## src/rtl/imem_loader_pkg.sv

```systemverilog
// Shared types and constants for the instruction-memory boot loader.
// Imported by the word packer and the loader top.
package imem_loader_pkg;

    localparam int WORD_BYTES        = 4;
    localparam int DEFAULT_MAX_WORDS = 16;
    localparam int COUNT_W           = 5;

    typedef enum logic [2:0] {
        IDLE,
        COUNT,
        DATA,
        WRITE,
        CHECK,
        DONE,
        ERR
    } state_t;

endpackage

```

## src/rtl/imem_boot_loader_if.sv

```systemverilog
// Byte-stream valid/ready handshake between the host byte source and the loader.
interface imem_boot_loader_if;

    logic [7:0] byte_in;
    logic       byte_valid;
    logic       byte_ready;

    modport master (output byte_in, output byte_valid, input  byte_ready);
    modport slave  (input  byte_in, input  byte_valid, output byte_ready);

endinterface

```

## src/rtl/imem_word_packer.sv

```systemverilog
// Packs little-endian bytes into 32-bit words and keeps a running XOR of every
// byte accepted since the last clear.
module imem_word_packer
    import imem_loader_pkg::*;
(
    input  logic        clk,
    input  logic        reset,
    input  logic        clear,
    input  logic        load,
    input  logic [7:0]  byte_in,
    output logic        word_full,
    output logic [31:0] word,
    output logic [7:0]  checksum
);

    logic [1:0] lane;

    // NOTE: sequential state uses non-blocking assignments so every register
    // samples pre-edge values regardless of statement order.
    always_ff @(posedge clk) begin
        if (reset || clear) begin
            lane     <= '0;
            word     <= '0;
            checksum <= '0;
        end else if (load) begin
            word[{lane, 3'b000} +: 8] <= byte_in;
            checksum                  <= checksum ^ byte_in;
            lane                      <= lane + 2'd1;
        end
    end

    // Asserted on the transfer that fills the top lane; the word is complete
    // in the register on the following cycle.
    assign word_full = load && (lane == 2'(WORD_BYTES - 1));

endmodule

```

## src/rtl/imem_boot_loader.sv

```systemverilog
// Boot-time loader: receives a framed byte stream, writes packed words to
// instruction memory and holds the core until the frame checksum verifies.
module imem_boot_loader
    import imem_loader_pkg::*;
#(
    parameter int                MAX_WORDS = DEFAULT_MAX_WORDS,
    parameter int                ADDR_W    = 32,
    parameter logic [ADDR_W-1:0] BASE_ADDR = '0
) (
    input  logic                 clk,
    input  logic                 reset,
    input  logic                 start,
    imem_boot_loader_if.slave    stream,
    output logic                 mem_we,
    output logic [ADDR_W-1:0]    mem_waddr,
    output logic [31:0]          mem_wdata,
    output logic                 cpu_hold,
    output logic                 done,
    output logic                 error,
    output logic [COUNT_W-1:0]   words_loaded
);

    state_t              state;
    state_t              next_state;
    logic [COUNT_W-1:0]  word_count;
    logic [ADDR_W-1:0]   last_waddr;
    logic [31:0]         last_wdata;
    logic [ADDR_W-1:0]   wr_addr;
    logic [31:0]         packed_word;
    logic [7:0]          checksum;
    logic                word_full;
    logic                xfer;
    logic                restart;
    logic                count_bad;
    logic                last_word;

    assign xfer      = stream.byte_valid && stream.byte_ready;
    assign restart   = start && (state inside {IDLE, DONE, ERR});
    assign count_bad = (stream.byte_in == 8'd0) || (int'(stream.byte_in) > MAX_WORDS);
    assign last_word = ((words_loaded + COUNT_W'(1)) == word_count);
    assign wr_addr   = BASE_ADDR + (ADDR_W'(words_loaded) << 2);

    imem_word_packer u_packer (
        .clk       (clk),
        .reset     (reset),
        .clear     (restart),
        .load      ((state == DATA) && xfer),
        .byte_in   (stream.byte_in),
        .word_full (word_full),
        .word      (packed_word),
        .checksum  (checksum)
    );

    always_ff @(posedge clk) begin
        if (reset) state <= IDLE;
        else       state <= next_state;
    end

    // NOTE: every combinational output gets a default before the case so no
    // path leaves it unassigned and no latch is inferred.
    always_comb begin
        next_state = state;
        unique case (state)
            IDLE, DONE, ERR: if (start) next_state = COUNT;
            COUNT:           if (xfer)  next_state = count_bad ? ERR : DATA;
            DATA:            if (word_full) next_state = WRITE;
            WRITE:           next_state = last_word ? CHECK : DATA;
            CHECK:           if (xfer) next_state = (stream.byte_in == checksum) ? DONE : ERR;
            default:         next_state = IDLE;
        endcase
    end

    always_ff @(posedge clk) begin
        if (reset) begin
            word_count   <= '0;
            words_loaded <= '0;
            last_waddr   <= '0;
            last_wdata   <= '0;
        end else begin
            if (restart) begin
                word_count   <= '0;
                words_loaded <= '0;
            end
            if ((state == COUNT) && xfer) word_count <= stream.byte_in[COUNT_W-1:0];
            if (state == WRITE) begin
                last_waddr <= wr_addr;
                last_wdata <= packed_word;
                if (words_loaded != COUNT_W'(MAX_WORDS)) words_loaded <= words_loaded + COUNT_W'(1);
            end
        end
    end

    // Address and data are driven live during WRITE and otherwise hold the
    // values of the most recent write.
    always_comb begin
        stream.byte_ready = 1'b0;
        mem_we            = 1'b0;
        mem_waddr         = last_waddr;
        mem_wdata         = last_wdata;
        cpu_hold          = 1'b1;
        done              = 1'b0;
        error             = 1'b0;
        unique case (state)
            COUNT, DATA, CHECK: stream.byte_ready = 1'b1;
            WRITE: begin
                mem_we    = 1'b1;
                mem_waddr = wr_addr;
                mem_wdata = packed_word;
            end
            DONE: begin
                done     = 1'b1;
                cpu_hold = 1'b0;
            end
            ERR:     error = 1'b1;
            default: ;
        endcase
    end

endmodule

```

## src/flat_wrapper.sv

```systemverilog
// flat-port wrapper written by rule: the top's interface ports become plain ports
module imem_boot_loader_flat import imem_loader_pkg::*;
#(
    parameter int                MAX_WORDS = DEFAULT_MAX_WORDS,
    parameter int                ADDR_W    = 32,
    parameter logic [ADDR_W-1:0] BASE_ADDR = '0
)
  (clk, reset, start, mem_we, mem_waddr, mem_wdata, cpu_hold, done, error, words_loaded, stream_byte_in, stream_byte_valid, stream_byte_ready);
  imem_boot_loader_if stream_i ();
  input  logic clk;
  input  logic reset;
  input  logic start;
  output logic mem_we;
  output logic [ADDR_W-1:0] mem_waddr;
  output logic [31:0] mem_wdata;
  output logic cpu_hold;
  output logic done;
  output logic error;
  output logic [COUNT_W-1:0] words_loaded;
  input wire logic [$bits(stream_i.byte_in)-1:0] stream_byte_in;
  input wire logic [$bits(stream_i.byte_valid)-1:0] stream_byte_valid;
  output wire logic [$bits(stream_i.byte_ready)-1:0] stream_byte_ready;
  assign stream_i.byte_in = stream_byte_in;
  assign stream_i.byte_valid = stream_byte_valid;
  assign stream_byte_ready = stream_i.byte_ready;
  imem_boot_loader #(.MAX_WORDS(MAX_WORDS), .ADDR_W(ADDR_W), .BASE_ADDR(BASE_ADDR)) u_core (.clk(clk), .reset(reset), .start(start), .stream(stream_i), .mem_we(mem_we), .mem_waddr(mem_waddr), .mem_wdata(mem_wdata), .cpu_hold(cpu_hold), .done(done), .error(error), .words_loaded(words_loaded));
endmodule
```

## config.mk

```make
export PLATFORM = sky130hd
export DESIGN_NAME = imem_boot_loader_flat
export DESIGN_NICKNAME = d
export VERILOG_FILES = /design/src/rtl/imem_loader_pkg.sv /design/src/rtl/imem_boot_loader_if.sv /design/src/rtl/imem_word_packer.sv /design/src/rtl/imem_boot_loader.sv /design/src/flat_wrapper.sv
export SDC_FILE = /design/constraint.sdc
export NUM_CORES = 1
export LEC_CHECK = 0
export CAP_MARGIN = 20
export CORE_UTILIZATION = 50
export DETAILED_ROUTE_END_ITERATION = 10
export DONT_BUFFER_PORTS = 1
export GPL_ROUTABILITY_DRIVEN = 0
export PLACE_DENSITY_LB_ADDON = 0.3
export SLEW_MARGIN = 20
export SYNTH_ARGS = -nofsm -noshare
export SYNTH_HDL_FRONTEND = slang
export SYNTH_SLANG_ARGS = --single-unit
```

## constraint.sdc

```tcl
create_clock -name clk -period 1.7 [get_ports clk]
set_input_delay 0.34 -clock clk [delete_from_list [all_inputs] [get_ports clk]]
set_output_delay 0.34 -clock clk [all_outputs]
set_load 0.1 [all_outputs]
```

## Word level (Yosys, flattened, before mapping)

Cells that the tools add are included.

- Flip-flop bits (word level): 119
- Input port bits: 12
- Output and inout port bits: 74
- Logic and storage cells: 64

- $add $sub $neg: 3
- Order comparisons: 1
- Eq/ne operators: 14
- Shift-type cells: 2
- Mux-type cells: 21
- Bitwise logic cells: 1
- Reduce and logical (&&, ||, !) cells: 14

Operators by type and width:

| operator | count |
|---|---|
| two-way mux 32 bit | 2 |
| bitwise mux 32 bit | 1 |
| variable shift 8 x 7 -> 32 bit, first input constant | 1 |
| indexed part select 8 x 7 -> 32 bit | 1 |
| two-way mux 5 bit | 5 |
| two-way mux 3 bit | 6 |
| case mux 3 bit (5 select lines) | 1 |
| equality test 3 bit, second input constant | 3 |
| equality test 8 bit | 1 |
| > comparator 8 x 5 -> 1 bit, second input constant | 1 |
| logical NOT 8 bit | 1 |
| XOR 8 bit | 1 |
| negation 5 -> 7 bit | 1 |
| equality test 3 x 2 -> 1 bit, second input constant | 2 |
| OR reduction 3 bit | 2 |
| adder 5 x 1 -> 5 bit, second input constant | 1 |
| equality test 5 bit | 1 |
| logical AND 1 bit | 5 |
| two-way mux 1 bit | 5 |
| != test 5 bit, second input constant | 1 |
| != test 2 x 1 -> 1 bit, second input constant | 2 |
| != test 2 bit, second input constant | 2 |
| AND reduction 4 bit | 1 |
| equality test 3 x 1 -> 1 bit, second input constant | 1 |
| 7 further kinds | 8 |

## Longest topological paths before layout

- Word-level depth: 8
- Gate-level depth with buffers: 8

## Modules after synthesis

Synthesis repeated with hierarchy kept, for this count alone.

- Cells, all modules: 604
- Area, all modules: 5073.6 um2

By module, submodules not included:

| module | instances | cells an instance | area each (um2) | seq. area each (um2) |
|---|---|---|---|---|
| imem_boot_loader | 1 | 421 | 3399.5 | 1541.5 |
| imem_word_packer | 1 | 183 | 1674.1 | 840.8 |

## Worst setup path before layout

OpenSTA, ideal clock, no wires.

- Kind: reg-to-output
- From: register u_core.words_loaded[3]
- To: output mem_waddr[5]
- Arrival time: 3.408 ns
- Data required time: 1.360 ns
- Setup slack: -2.048 ns
- Cell stages (with the launch flop): 3
- Cell sequence: dfxtp_1 inv_1 o21ai_0

- Longest elaborated chain between the ends: 1

RTL lines:

| element | line | RTL |
|---|---|---|
| start: declaration | imem_boot_loader.sv:20 | `output logic [COUNT_W-1:0] words_loaded` |
| start signal: assignment | imem_boot_loader.sv:88 | `if (words_loaded != COUNT_W'(MAX_WORDS)) words_loaded <= words_loaded + COUNT_W'(1);` |
| two-way mux 32 bit | imem_boot_loader.sv:103 | `unique case (state)` |
| end: declaration | flat_wrapper.sv:14 | `output logic [ADDR_W-1:0] mem_waddr;` |

No other way between the ends.

==> results by group <==
Global routing
  • Vias in the first global route: 4467
  • Largest net degree at the start of global routing: 80
  • Grt ovf: 0
  • Total track usage: 28.29%
  • Initial antenna violation count: 0
  • First-pass GRT wire length: 22.05 mm

Yosys
  • Yosys reg bits: 119
  • Synth area leaders: dfxtp_1 48%, nand2_1 12%, nor2b_1 8.3%
  • Most instantiated cells after synthesis: 163 x nand2_1, 119 x dfxtp_1, 66 x nor2b_1
  • Mapped Nets: 628
  • Post-synth top area share: 47.88%
  • Post-Syn Area: 4976 sq um
  • Asr flop ratio synth: 0%
  • Yosys Warn Count: 0
  • Top FF cell, synth: dfxtp_1
  • Largest area contributor in the netlist: dfxtp_1
  • Syn_area_per_cell: 8.171 sq um
  • Register area share after synthesis: 47.88%
  • Count leader, synth: nand2_1
  • Mapped Cells: 609
  • Cell variety after synth: 43
  • Number of flops mapped to enable cells by yosys: 0

Critical path
  • Critical path endpoint category: output port
  • Critical path peak fanout: 39
  • CP required: 1.36 ns
  • Crit-path cells: nand3b_4 -> buf_12 -> buf_12 -> and2_2 -> buf_12
  • CP arrival: 1.75 ns
  • CP Class: reg2out
  • CP most frequent cell: buf_12
  • Slack of the worst reg-to-reg path: -0.08 ns
  • Crit start category: flip-flop
  • Worst path max stage delay: 0.32 ns
  • Slowest-stage cell, CP: dfxtp_2

Route
  • Via count: 4805
  • Met3 Wirelength: 1.484 mm
  • Vias/cell: 5.845
  • Number of nets still failing antenna checks after routing: 0
  • First DRT Iteration DRCs: 503
  • Met2 wire length: 7.924 mm
  • Routed WL per cell: 19.83 microns
  • DRT Pass-1 Iters: 7
  • Max layer used: met4
  • Post-Route M1 WL: 5.927 mm
  • Final wirelength: 16.30 mm
  • Residual DRC: 0

Power
  • Leak Pwr: 2.876 nW
  • Final Power: 8.747 mW
  • Max VDD drop: 0.9344 mV
  • P per Cell Area: 1111 nW/um^2

Layout
  • Share of cells above drive strength 1: 41.07%
  • P&R area growth vs syn: 58.23%
  • Nets@finish: 695
  • Diode count: 0

Placed design
  • Dpl ws: -0.07711 ns
  • Post-DP HPWL: 7.848 mm
  • Buffers on Ports: 0

Floorplan
  • Row Count: 36
  • Die width: 101.8 microns
  • Total core area: 9729 sq um
  • Die Ht: 101.8 microns
  • Num ports: 86
  • Initial Utilization: 51.14%
  • Die ar.: 10360 sq um

Timing
  • Max-slew headroom: 51.54%
  • Final WS setup: -0.3869 ns
  • Pin slew with the least headroom to its limit: 0.7241 ns
  • Fmax: 0.4792 GHz
  • Endpoints failing hold: 75
  • Endpoints failing setup: 94
  • RSZ-0062 raised after global routing: true
  • Tcrit/Tclk final: 122.8%
  • Fin. max-slew vios: 0
  • Tmin final: 2.087 ns
  • Hold_ws: -0.1114 ns
  • Setup Skew: 0.009793 ns

Clock network
  • Max Buffers Root-to-Sink: 2
  • H-tree depth: 4
  • Clk slew on worst S/H paths: 0.06 ns
  • CTS Sinks: 119
  • CTS tree: built
  • Total CTS buffers: 17
  • CTS Root Cell: clkbuf_8
  • Clk_lat worst skew: 0.52 ns

Outcome
  • Failing checks: negative hold slack, negative setup slack
  • Outcome: finished, violations left

Run
  • Max_cap viols: 0

Worst hold path
  • HP Class: in2reg
==> layout make-up <==
| class | count | area (sq um) |
|---|---|---|
| clock buffers | 22 | 505.5 |
| inverters | 9 | 45.04 |
| fillers | 524 | 1856 |
| well taps | 133 | 166.4 |
| multi-input cells | 441 | 3361 |
| clock inverters | 10 | 112.6 |
| repair buffers | 88 | 1274 |
| flip-flops and latches | 119 | 2410 |
==> path summary, 6_finish.rpt <==
path,start,to,cells after the start
hold reg to reg,u_core.u_packer.word[5],u_core.u_packer.word[5],2
setup reg to reg,u_core.words_loaded[1],u_core.state[2],6
setup / recovery,u_core.state[2],mem_waddr[21],5
hold / removal,reset,u_core.last_wdata[13],1
==> layout by cell type (no fill, tap or decap), types with 22 or more instances in the layout <==
cell type,instances
buf_4,27
dfxtp_1,111
nand2_1,103
nand3_2,22
nor2b_1,66
a21oi_1,26
and2_2,23
buf_12,40
nand3_1,22
nand2_2,29
nand2_8,31
==> cells by family after synthesis <==
family / after synthesis / share of synthesized area, %
simple gates: 342 / 33.57
flops: 119 / 47.88
compound gates: 67 / 8.097
buf+inv: 49 / 4.249
xor+xnor: 24 / 4.224
fa+ha+maj: 7 / 1.760
mux: 1 / 0.2263
==> metrics by stage <==
step | instances | cell area, sq um | TNS, ns | utilization [%]
floorplan | 609 | 5547 | -1.871 | -
global placement | 762 | 6410 | 0 | 65.88
detailed placement | 762 | 6410 | -1.117 | 65.88
CTS | 811 | 7491 | -22.41 | 76.99
global route | 822 | 7874 | -27.74 | 80.93
finish | 822 | 7874 | -23.01 | 80.93
==> layer usage <==
metal	GRT usage [%]	vias up
met5	0	-
met4	17.17	0
met3	7.108	103
met2	48.91	321
met1	31.27	2276
li1	-	2105
==> state kept, by name (all words and copies together), names as in the netlist <==
name	flops
u_core.last_wdata	32
u_core.words_loaded	5
u_core.last_waddr	32
u_core.word_count	5
u_core.state	3
u_core.u_packer.lane	2
u_core.u_packer.checksum	8
u_core.u_packer.word	32
==> where the power goes <==
| part | switching (mW) | total (mW) | internal, mW |
|---|---|---|---|
| clock | 1.32 | 3.69 | 2.38 |
| sequential | 0.0787 | 2.95 | 2.87 |
| combinational | 1.25 | 2.10 | 0.850 |
| total | 2.65 | 8.75 | 6.10 |
==> worst max-delay path: cells and delay by family, from the launching register on <==
family	cells	cell delay, ns
DFF	1	0.32
buffers and inverters	3	0.49
and+or+nand+nor	2	0.41
==> repair_timing <==
action / 4_1_cts / 5_1_grt
cloned: 1 / 1
hold buffers: 8 / 2
endpoints found under the setup margin: 102 / 106
gates resized for setup: 59 / 67
endpoints found under the hold margin: 105 / 77
pin swaps: 35 / 49
setup buffers: 9 / 9
(Power assumes the default switching activity.)
